==> config.mk <==
export PLATFORM = sky130hd
export DESIGN_NAME = pc_fetch_unit
export DESIGN_NICKNAME = d
export VERILOG_FILES = /design/src/rtl/pc_fetch_unit.sv
export SDC_FILE = /design/constraint.sdc
export NUM_CORES = 1
export LEC_CHECK = 0
export CORE_ASPECT_RATIO = 1.2
export CORE_MARGIN = 4
export CORE_UTILIZATION = 39
export CTS_BUF_LIST = sky130_fd_sc_hd__clkbuf_4 sky130_fd_sc_hd__clkbuf_8
export DETAILED_ROUTE_END_ITERATION = 8
export PLACE_DENSITY = 0.91
export SYNTH_ARGS = -nofsm -noshare
export SYNTH_HDL_FRONTEND = slang
export SYNTH_SLANG_ARGS = --single-unit
export TNS_END_PERCENT = 30
==> constraint.sdc <==
create_clock -name clk -period 2.06 [get_ports clk]
set_input_delay 0.412 -clock clk [delete_from_list [all_inputs] [get_ports clk]]
set_output_delay 0.412 -clock clk [all_outputs]
set_load 0.02 [all_outputs]
==> src/rtl/pc_fetch_unit.sv <==
// pc_fetch_unit
//   Program-counter and instruction-fetch stage feeding decode/control.
//   Fetches the word at PC over a req/ack handshake, holds it until the
//   execute stage retires it, then advances PC to PC+4 or to the control
//   unit's branch/jump target. A fetch that goes unanswered for TIMEOUT_CYC
//   cycles is dropped for one cycle and reissued. A misaligned next PC halts
//   the stage until reset.
//
// Parameters
//   RESET_VECTOR  word-aligned PC loaded on reset
//   TIMEOUT_CYC   FETCH cycles without imem_ack before the request is reissued (>=2)
//
// Ports
//   clk            rising-edge clock
//   rst_n          asynchronous active-low reset
//   imem_req       registered fetch request
//   imem_addr      fetch address (the PC register)
//   imem_ack       response valid; imem_rdata captured on the same edge
//   imem_rdata     instruction word
//   Instr          latched instruction for decode/control
//   instr_valid    Instr holds a live instruction
//   retire         execute done with Instr; PCSrc/PCTarget valid this cycle
//   PCSrc          1 = next PC is PCTarget, 0 = PC+4
//   PCTarget       branch/jump target
//   PC             current program counter
//   PCPlus4        PC+4, combinational, wraps at 2^32
//   fetch_timeout  one-cycle pulse per dropped request
//   misalign       sticky flag: a retire selected a next PC with [1:0]!=0

module pc_fetch_unit #(
    parameter logic [31:0] RESET_VECTOR = 32'h0000_0000,
    parameter int unsigned TIMEOUT_CYC  = 16
) (
    input  logic        clk,
    input  logic        rst_n,
    output logic        imem_req,
    output logic [31:0] imem_addr,
    input  logic        imem_ack,
    input  logic [31:0] imem_rdata,
    output logic [31:0] Instr,
    output logic        instr_valid,
    input  logic        retire,
    input  logic        PCSrc,
    input  logic [31:0] PCTarget,
    output logic [31:0] PC,
    output logic [31:0] PCPlus4,
    output logic        fetch_timeout,
    output logic        misalign
);

    localparam logic [31:0] NOP = 32'h0000_0013;
    localparam int unsigned TW = $clog2(TIMEOUT_CYC);
    localparam logic [TW-1:0] TIMER_LAST = TW'(TIMEOUT_CYC - 1);

    typedef enum logic [2:0] {
        BOOT,
        FETCH,
        RETRY,
        HOLD,
        HALT
    } state_t;

    state_t        state;
    state_t        state_next;
    logic [TW-1:0] timer;
    logic [TW-1:0] timer_next;
    logic [31:0]   pc_next;
    logic [31:0]   pc_sel;
    logic [31:0]   instr_next;
    logic          valid_next;
    logic          misalign_next;
    logic          sel_aligned;

    assign PCPlus4     = PC + 32'd4;
    assign imem_addr   = PC;
    assign pc_sel      = PCSrc ? PCTarget : PCPlus4;
    assign sel_aligned = (pc_sel[1:0] == 2'b00);

    // State register plus all registered outputs. imem_req and fetch_timeout
    // are decoded from the next state so they line up with the state they
    // belong to without an extra cycle of lag.
    always_ff @(posedge clk or negedge rst_n) begin
        if (!rst_n) begin
            state         <= BOOT;
            timer         <= '0;
            PC            <= RESET_VECTOR;
            Instr         <= NOP;
            instr_valid   <= 1'b0;
            misalign      <= 1'b0;
            imem_req      <= 1'b0;
            fetch_timeout <= 1'b0;
        end else begin
            state         <= state_next;
            timer         <= timer_next;
            PC            <= pc_next;
            Instr         <= instr_next;
            instr_valid   <= valid_next;
            misalign      <= misalign_next;
            imem_req      <= (state_next == FETCH);
            fetch_timeout <= (state_next == RETRY);
        end
    end

    // Next-state logic. An ack on the last timer cycle takes priority over
    // the timeout.
    always_comb begin
        state_next = state;
        unique case (state)
            BOOT:  state_next = FETCH;
            FETCH: begin
                if (imem_ack) begin
                    state_next = HOLD;
                end else if (timer == TIMER_LAST) begin
                    state_next = RETRY;
                end
            end
            RETRY: state_next = FETCH;
            HOLD: begin
                if (retire) begin
                    state_next = sel_aligned ? FETCH : HALT;
                end
            end
            HALT:    state_next = HALT;
            default: state_next = BOOT;
        endcase
    end

    // Output / datapath next values.
    always_comb begin
        timer_next    = timer;
        pc_next       = PC;
        instr_next    = Instr;
        valid_next    = instr_valid;
        misalign_next = misalign;
        unique case (state)
            FETCH: begin
                if (imem_ack) begin
                    instr_next = imem_rdata;
                    valid_next = 1'b1;
                    timer_next = '0;
                end else if (timer == TIMER_LAST) begin
                    timer_next = '0;
                end else begin
                    timer_next = timer + TW'(1);
                end
            end
            HOLD: begin
                if (retire) begin
                    valid_next = 1'b0;
                    if (sel_aligned) begin
                        pc_next = pc_sel;
                    end else begin
                        misalign_next = 1'b1;
                    end
                end
            end
            default: begin
            end
        endcase
    end

endmodule

==> results of run 1 <==
## placed cells by master, fill, tap and decap left out, types with 5 or more instances in the layout
master and n:
nor2_1 12, mux2_2 34, dlymetal6s2s_1 8, nor3_1 12
nor2_4 5, inv_1 12, xnor2_2 7, buf_6 14
nand2_1 32, clkbuf_8 9, mux2i_1 14, a211o_1 5
dfrtp_1 60, o21ai_0 24, or3_1 7, and2_1 10
o211ai_1 12, o2bb2ai_1 5, dfrtp_2 12, buf_4 105
a21oi_1 6, nand4_1 11, xnor2_1 10, nand3_1 14
clkdlybuf4s50_1 159
## cells by family after synthesis
kind of cell	Yosys count	synth area share, %
compound gates	82	12.8
flops	75	41.9
fa+ha+maj	2	0.558
xor+xnor	26	5.08
mux	48	11.7
buf+inv	79	9.74
simple gates	148	18.2
## sequential cells by signal (all words and copies together), names as in the netlist
name and cells:
instr_valid 1, PC 32, timer 4, imem_req 1, Instr 32, fetch_timeout 1, state 3, misalign 1
## routing by layer
| layer | global-route usage, % | vias to the layer above | share of wire (%) |
|---|---|---|---|
| met2 | 40.7 | 197 | 54 |
| met5 | 0 | - | 0 |
| met1 | 24.9 | 2185 | 36 |
| met4 | 7.32 | 0 | 1.5 |
| met3 | 6.70 | 23 | 8.2 |
| li1 | - | 2123 | - |
## worst max-delay path, cell delays in order (launching register included)
cell and delay (ns):
dfrtp_2 0.41, ha_4 0.15, nand3_2 0.11, or4_4 0.50, or3_4 0.43, xnor2_4 0.16, buf_6 0.13
## Yosys cell counts, types with 6 or more instances
| cell type | count | area (µm²) |
|---|---|---|
| inv_1 | 12 | 45.0 |
| xor2_1 | 6 | 52.6 |
| xnor2_1 | 20 | 175 |
| a21oi_1 | 6 | 30.0 |
| nand2_1 | 32 | 120 |
| nand4_1 | 11 | 68.8 |
| nor3_1 | 17 | 85.1 |
| or3_1 | 8 | 50.1 |
| dfrtp_1 | 72 | 1800 |
| nor2_1 | 18 | 67.6 |
| and2_1 | 11 | 68.8 |
| mux2_2 | 34 | 383 |
| mux2i_1 | 14 | 140 |
| buf_4 | 34 | 255 |
| o211ai_1 | 12 | 90.1 |
| clkbuf_1 | 22 | 82.6 |
| nand3_1 | 19 | 95.1 |
| o21ai_0 | 24 | 120 |
| buf_2 | 10 | 50.1 |
## area by class of cell
cell class	count	area (µm²)	share of cell area [%]
clock buffer	9	124	1.62
timing repair buffer	298	2770	36.2
multi-input combinational	306	2520	32.9
clock inverter	7	97.6	1.28
inverter	13	48.8	0.638
tap	154	193	2.52
sequential	75	1900	24.8
## report_power, final
part,switching (µW),total [µW],internal [µW]
clock network,592,1280,688
logic,158,377,219
registers,18.4,1520,1510
## metrics by stage
step           util, %  power, µW
2_1_floorplan        -       1670
3_3_place_gp      63.5       1920
3_5_place_dp      63.5       1930
4_1_cts           66.3       3210
5_1_grt           68.6       3300
6_report          68.6       3180
## worst max path at each step
stage | endpoint | slack, ns | cells after the start
detailed placement | PCPlus4[20] | -0.68 | 7
global route | PCPlus4[20] | -0.69 | 6
floorplan | PCPlus4[31] | -0.31 | 6
finish | PCPlus4[20] | -0.60 | 6
CTS | PCPlus4[20] | -0.61 | 7
global placement | PCPlus4[20] | -0.68 | 7
## repair_timing
item,CTS,global route
gates resized for setup,146,64
setup buffers,3,13
pin swaps,0,16
setup endpoints to repair,30,35
==> reports/results.ini, run 1 <==
[outcome]
status = complete, but fails checks
violations = setup timing

[timing]
tns_ns = -8.41
slew_headroom_pct = 65.0
setup_viol = 27
timing.final.crit_period_ns = 2.66
fin_skew_ns = 0.0123
max_clock_freq_mhz = 376
final_max_slew_viol_count = 0
hold_ws_ns = 0.0188
rsz0062_at_grt = yes
hold_viol = 0
fin_ws_ns = -0.599
period_share_pct = 129
worst_pin_slew_ns = 0.521

[clocking]
cts_tree = built
htree_num_levels = 3
clkSinkCount = 75
clock_latency_ns = 0.35
cts_hold_buffers = 0
clk_path_buf_depth = 2
cts_root_buf = clkbuf_8
cts_made_buffers = 9
clk_pin_slew_ns = 0.09

[global_routing]
grt_pass1_vias = 4671
track_usage_pct = 22.4
antenna_found_initial = 0
grt_pass1_wl_mm = 24.1
globalRouteOverflowTotal = 0
grt_max_degree = 41

[critical_path]
r2r_end = PC[31]$_DFFE_PN0P_
r2r_start = PC[12]$_DFFE_PN0P_
critPathKind = register to output pin
cp_data_required_time_ns = 1.65
r2r_setup_slack_ns = -0.06
end_kind = output pin
r2r_cells = 6
cp-startpoint = PC[3]$_DFFE_PN0P_
start_kind = register
critPathMaxFanout = 7
arrival_ns = 2.25

[cells_and_area]
fin_area_um2 = 7650
diodes = 0
fin_cells = 862
drive_gt1_share_pct = 34.9
finalNetCount = 774
n_fill_cell = 824
synthToLayoutAreaGrowth_pct = 70.5

[logic_synthesis]
synth_area_um2 = 4480
synthFlopType = dfrtp_1
syn-mean-instance-area_um2 = 9.75
yosysWarnings = 0
ys_types = 56
synth_cells = 460
synth_edf_count = 0
async_flop_share_pct = 100
synth-seq-cells = 75
seq_area_frac_synth_pct = 41.9
syn-num-nets = 531

[drt]
first_pass_iters = 4
remaining_drc_errors = 0
drtIter0Drc = 195
vias = 4528
drt-total-wl_mm = 15.5
ant_nets = 0
via_per_inst = 5.25
wl_per_cell_um = 18.0

[die]
die_h_um = 125
fp.dieW_um = 106
initial_core_util_pct = 40.3
dieArea_um2 = 13300
ioPinCount = 201
core_area_um2 = 11100
std_cell_rows = 42

[place]
gp_congestion = 0.833
numPortBuffers = 200
dpl_cell_area_um2 = 7070
hpwl_mm = 11.3
post-place-ws_ns = -0.684
placedCellCount = 831

[min_path]
hp-class = input pin to asynchronous set/reset pin

[power_and_ir_drop]
powerDensity_nw_per_um2 = 416
ir_worst_vdd_v = 0.000455
p_leak_uw = 0.00334

[run]
cap_violations = 0

(Power assumes the default switching activity.)
==> run 2: changes to the inputs <==
--- a/config.mk
+++ b/config.mk
@@ -10,7 +10,7 @@
 export CORE_UTILIZATION = 39
 export CTS_BUF_LIST = sky130_fd_sc_hd__clkbuf_4 sky130_fd_sc_hd__clkbuf_8
 export DETAILED_ROUTE_END_ITERATION = 8
-export PLACE_DENSITY = 0.91
+export PLACE_DENSITY = 0.81
 export SYNTH_ARGS = -nofsm -noshare
 export SYNTH_HDL_FRONTEND = slang
 export SYNTH_SLANG_ARGS = --single-unit
==> run 2 against run 1 <==
Compared with the run above: sequential cell count unchanged; setup slack better by 0.083 ns; maximum frequency up 3.2%; largest power group unchanged; non-clock buffer count up 12; sequential power about the same; the flow still finishes with violations (setup timing); highest routed layer unchanged.
==> reports/results.ini, run 2 (same netlist as run 1, synthesis figures left out) <==
[outcome]
status = complete, but fails checks
violations = setup timing

[drt]
remaining_drc_errors = 0
drtIter0Drc = 172
ant_nets = 0
via_per_inst = 5.25
vias = 4591
drt-total-wl_mm = 15.1
first_pass_iters = 4
wl_per_cell_um = 17.3

[critical_path]
end_kind = output pin
cpLargestDelayFamily = simple AND/OR/NAND/NOR gates
critPathKind = register to output pin
cpPeakStageDelay_ns = 0.53
critPathSlowestCell = or4_4
cpMostUsedCell = buf_6
cp_data_required_time_ns = 1.65
r2r_cells = 14
start_kind = register
worst-path-buf-inv = 2
crit_chain = nand3_4 -> buf_6 -> or4_4 -> or3_4 -> xnor2_4 -> buf_6
cp_num_cells = 6
critPathMaxFanout = 4
arrival_ns = 2.16

[power_and_ir_drop]
p_leak_uw = 0.00334
p_clk_share_pct = 38.4
powerDensity_nw_per_um2 = 404
internal-power_uw = 2330
switching_share_pct = 24.6
ir_worst_vdd_v = 0.000540
pwr-share-comb_pct = 12.4
power_switching_uw = 763
pwr-share-seq_pct = 49.2

[clocking]
clk_pin_slew_ns = 0.08
clkSinkCount = 75
cts_made_buffers = 9
clk_path_buf_depth = 2
clock_latency_ns = 0.34
cts_root_buf = clkbuf_8
htree_num_levels = 3
cts_tree = built

[timing]
fin_ws_ns = -0.516
setup_viol = 26
rsz0062_at_grt = yes
max_clock_freq_mhz = 388
slew_headroom_pct = 56.0
final_max_slew_viol_count = 0
worst_pin_slew_ns = 0.660
tns_ns = -7.34
period_share_pct = 125
timing.final.crit_period_ns = 2.58
fin_skew_ns = 0.00670
hold_viol = 0

[global_routing]
grt_pass1_wl_mm = 24.0
globalRouteOverflowTotal = 0
grt_max_degree = 67
track_usage_pct = 22.0
antenna_found_initial = 0
grt_pass1_vias = 4800

[cells_and_area]
final_cell_mix = 163 x clkdlybuf4s50_1, 114 x buf_4, 60 x dfrtp_1, 34 x mux2_2, 31 x nand2_1
n_fill_cell = 842
drive_gt1_share_pct = 35.3
synthToLayoutAreaGrowth_pct = 71.1
final_common_cell = clkdlybuf4s50_1
diodes = 0
fin_cells = 874
reg_top3 = Instr: 32 flops, PC: 32 flops, timer: 4 flops
utilization_pct = 68.9
finalNetCount = 786

[run]
cap_violations = 0

[die]
core_area_um2 = 11100
initial_core_util_pct = 40.3
die_h_um = 125
std_cell_rows = 42
ioPinCount = 201
fp.dieW_um = 106
dieArea_um2 = 13300

[place]
hpwl_mm = 10.8
placedCellCount = 830
gp_congestion = 0.858
numPortBuffers = 200

[min_path]
hp-class = register to register
worstHoldPathCells = 1

==> run 2: cell types whose count changed in the layout (fill, tap and decap cells not counted), sizes merged <==
cell           before  now
bufinv              2    1
dlymetal6s2s        8    4
dlygate4sd3         0    1
clkdlybuf4s50     159  163
dlygate4sd2         2    3
buf               126  137
==> run 2: stage by stage <==
stage,power (µW),setup WS (ns),hold WS [ns],area (µm²)
after floorplan,1670,-0.309,0.116,4630
after global placement,1930,-0.690,0.339,7060
after detailed placement,1940,-0.708,0.345,7060
after CTS,3140,-0.610,0.474,7520
after global routing,3230,-0.572,0.499,7670
final,3100,-0.516,0.472,7670
==> run 2: power groups by stage <==
stage,combinational (µW),clock [µW],sequential [µW]
2_1_floorplan,75.5,0,1590
3_3_place_gp,377,0,1550
3_5_place_dp,383,0,1550
4_1_cts,387,1230,1520
5_1_grt,411,1290,1530
6_report,383,1190,1520
==> run 2: timing repair <==
item	4_1_cts	5_1_grt
gates resized for setup	159	41
setup endpoints to repair	30	35
pin swaps	15	18
endpoints found under the hold margin	24	0
cloned	0	0
hold buffers	1	0
buffers inserted	16	13
==> run 2: area by class of cell <==
class,instances,area [µm²],share of cell area (%)
repair buffers,310,2860,37.2
multi-input cells,306,2470,32.2
flip-flops and latches,75,1900,24.7
well taps,154,193,2.51
clock buffers,10,138,1.79
clock inverters,6,71.3,0.930
inverters,13,48.8,0.636
==> run 2: path summary, 6_finish.rpt <==
path                                    endpoint                  from  slack [ns]
setup / recovery                     PCPlus4[31]    PC[11]$_DFFE_PN0P_       -0.52
hold / removal              misalign$_DFFE_PN0P_  misalign$_DFFE_PN0P_        0.47
setup reg to reg              PC[25]$_DFFE_PN0P_    PC[11]$_DFFE_PN0P_       -0.40
hold reg to reg             misalign$_DFFE_PN0P_  misalign$_DFFE_PN0P_        0.47
max in group asynchronous   Instr[4]$_DFFE_PN1P_                 rst_n        0.96
min in group asynchronous  Instr[10]$_DFFE_PN0P_                 rst_n        0.53
==> run 2: routing by layer <==
metal	share of wire (%)	track usage (%)	vias to the layer above
li1	-	-	2139
met1	39	25.2	2213
met2	50	38.6	213
met3	8.8	6.80	26
met4	2.1	7.93	0
met5	0	0	-
==> run 3: changes to the inputs <==
--- a/config.mk
+++ b/config.mk
@@ -6,7 +6,7 @@
 export NUM_CORES = 1
 export LEC_CHECK = 0
 export CORE_ASPECT_RATIO = 1.2
-export CORE_MARGIN = 4
+export CORE_MARGIN = 1
 export CORE_UTILIZATION = 39
 export CTS_BUF_LIST = sky130_fd_sc_hd__clkbuf_4 sky130_fd_sc_hd__clkbuf_8
 export DETAILED_ROUTE_END_ITERATION = 8
==> run 3 against run 2 <==
Compared with the run above: the flow still finishes with violations (setup timing); routed wire length fell by 3.3%; cell area fell by 0.88%; total power rose by 2.5%; sequential power barely moved; hold slack got worse by 0.47 ns; via count fell by 0.63%; first-iteration DRC count rose by 31%.
==> reports/results.ini, run 3 (same netlist as run 1, synthesis figures left out) <==
[power_and_ir_drop]
switching_share_pct = 23.6
powerDensity_nw_per_um2 = 417
p_leak_uw = 0.00325
pwr-share-comb_pct = 11.9
pwr-share-seq_pct = 48.1
ir_worst_vdd_v = 0.000601
power_switching_uw = 747
internal-power_uw = 2430
p_clk_share_pct = 40.0

[timing]
setup_viol = 24
worst_pin_slew_ns = 0.683
tns_ns = -7.04
final_max_slew_viol_count = 0
fin_ws_ns = -0.523
hold_viol = 0
slew_headroom_pct = 54.4
rsz0062_at_grt = yes
max_clock_freq_mhz = 387
hold_ws_ns = 0.00494
fin_skew_ns = 0.00952
timing.final.crit_period_ns = 2.58
period_share_pct = 125

[clocking]
cts_root_buf = clkbuf_8
clk_path_buf_depth = 2
cts_hold_buffers = 0
htree_num_levels = 3
clock_latency_ns = 0.34
clk_pin_slew_ns = 0.09
clkSinkCount = 75
cts_made_buffers = 9
cts_tree = built

[global_routing]
globalRouteOverflowTotal = 0
grt_max_degree = 67
grt_pass1_wl_mm = 23.5
track_usage_pct = 25.0
antenna_found_initial = 0
grt_pass1_vias = 4879

[critical_path]
crit_chain = ha_4 -> nand3_2 -> or4_4 -> buf_6 -> nor3_4 -> buf_4 -> xnor2_1 -> buf_4
cp_data_required_time_ns = 1.65
cpMostUsedCell = buf_4
critPathMaxFanout = 4
worst-path-buf-inv = 3
r2r_cells = 8
cp_num_cells = 8
start_kind = register
critPathKind = register to output pin
end_kind = output pin
cpPeakStageDelay_ns = 0.47
critPathSlowestCell = or4_4
cpLargestDelayFamily = simple AND/OR/NAND/NOR gates
arrival_ns = 2.17

[run]
cap_violations = 0

[die]
ioPinCount = 201
die_h_um = 119
dieArea_um2 = 11900
std_cell_rows = 42
initial_core_util_pct = 40.4
core_area_um2 = 11100
fp.dieW_um = 99.9

[drt]
vias = 4562
remaining_drc_errors = 0
wl_per_cell_um = 17.1
ant_nets = 0
drt-total-wl_mm = 14.6
first_pass_iters = 6
via_per_inst = 5.32
drtIter0Drc = 225

[cells_and_area]
final_common_cell = clkdlybuf4s50_1
reg_top3 = Instr: 32 flops, PC: 32 flops, timer: 4 flops
drive_gt1_share_pct = 34.3
finalNetCount = 769
utilization_pct = 68.6
synthToLayoutAreaGrowth_pct = 69.6
final_cell_mix = 166 x clkdlybuf4s50_1, 94 x buf_4, 60 x dfrtp_1, 34 x mux2_2, 32 x nand2_1
diodes = 0

[min_path]
hp-class = input pin to asynchronous set/reset pin

[outcome]
status = complete, but fails checks
violations = setup timing

[place]
gp_congestion = 0.806
hpwl_mm = 10.7
numPortBuffers = 200

[run 3: changes by cell type in the layout (fill, tap and decap cells not counted), moves of 2 or more]
cell	delta
buf_4	-20
clkdlybuf4s50_1	+3
nor4_2	-3
nor4_4	+3
clkbuf_2	+2
clkdlybuf4s15_2	+2
dlymetal6s2s_1	-2
[run 3: stage by stage]
step	instance area, µm²	worst slack [ns]	total power (µW)	cells
CTS	7410	-0.563	3200	849
floorplan	4630	-0.309	1670	460
global route	7600	-0.597	3300	857
global placement	7050	-0.724	1920	827
finish	7600	-0.523	3170	857
detailed placement	7050	-0.779	1930	827
[run 3: cell type report]
cell class / instances / area, µm²
clock buffers: 10 / 131
clock inverters: 6 / 90.1
fillers: 803 / 3480
inverters: 13 / 48.8
multi-input cells: 306 / 2510
flip-flops and latches: 75 / 1900
well taps: 154 / 193
repair buffers: 293 / 2740
[run 3: power by group through the flow]
stage,sequential [µW],clock (µW),combinational (µW)
2_1_floorplan,1590,0,75.5
3_3_place_gp,1550,0,371
3_5_place_dp,1550,0,379
4_1_cts,1530,1300,381
5_1_grt,1530,1360,406
6_report,1530,1270,379
[run 3: routing by layer]
| metal | part of all wire, % | vias up | track usage [%] | wire (µm) |
|---|---|---|---|---|
| li1 | - | 2106 | - | - |
| met1 | 37 | 2201 | 27.3 | 5440 |
| met2 | 52 | 225 | 44.1 | 7560 |
| met3 | 8.6 | 30 | 7.69 | 1260 |
| met4 | 2.5 | 0 | 10.8 | 359 |
| met5 | 0 | - | 0 | 0 |
[run 3: timing repair]
item | in CTS | in global routing
setup buffers | 6 | 8
pin swaps | 11 | 13
gates cloned | 0 | 0
resized for setup | 135 | 64
endpoints found under the setup margin | 31 | 32
[run 3: final timing paths]
| kind | start | to | slack [ns] |
|---|---|---|---|
| worst max-delay path | PC[2]$_DFFE_PN0P_ | PCPlus4[24] | -0.52 |
| worst min-delay path | rst_n | PC[28]$_DFFE_PN0P_ | 0.005 |
| worst max register to register | PC[2]$_DFFE_PN0P_ | PC[24]$_DFFE_PN0P_ | -0.06 |
| worst min register to register | misalign$_DFFE_PN0P_ | misalign$_DFFE_PN0P_ | 0.49 |
| max in group asynchronous | rst_n | Instr[0]$_DFFE_PN1P_ | 1.39 |
| min in group clk | misalign$_DFFE_PN0P_ | misalign$_DFFE_PN0P_ | 0.49 |
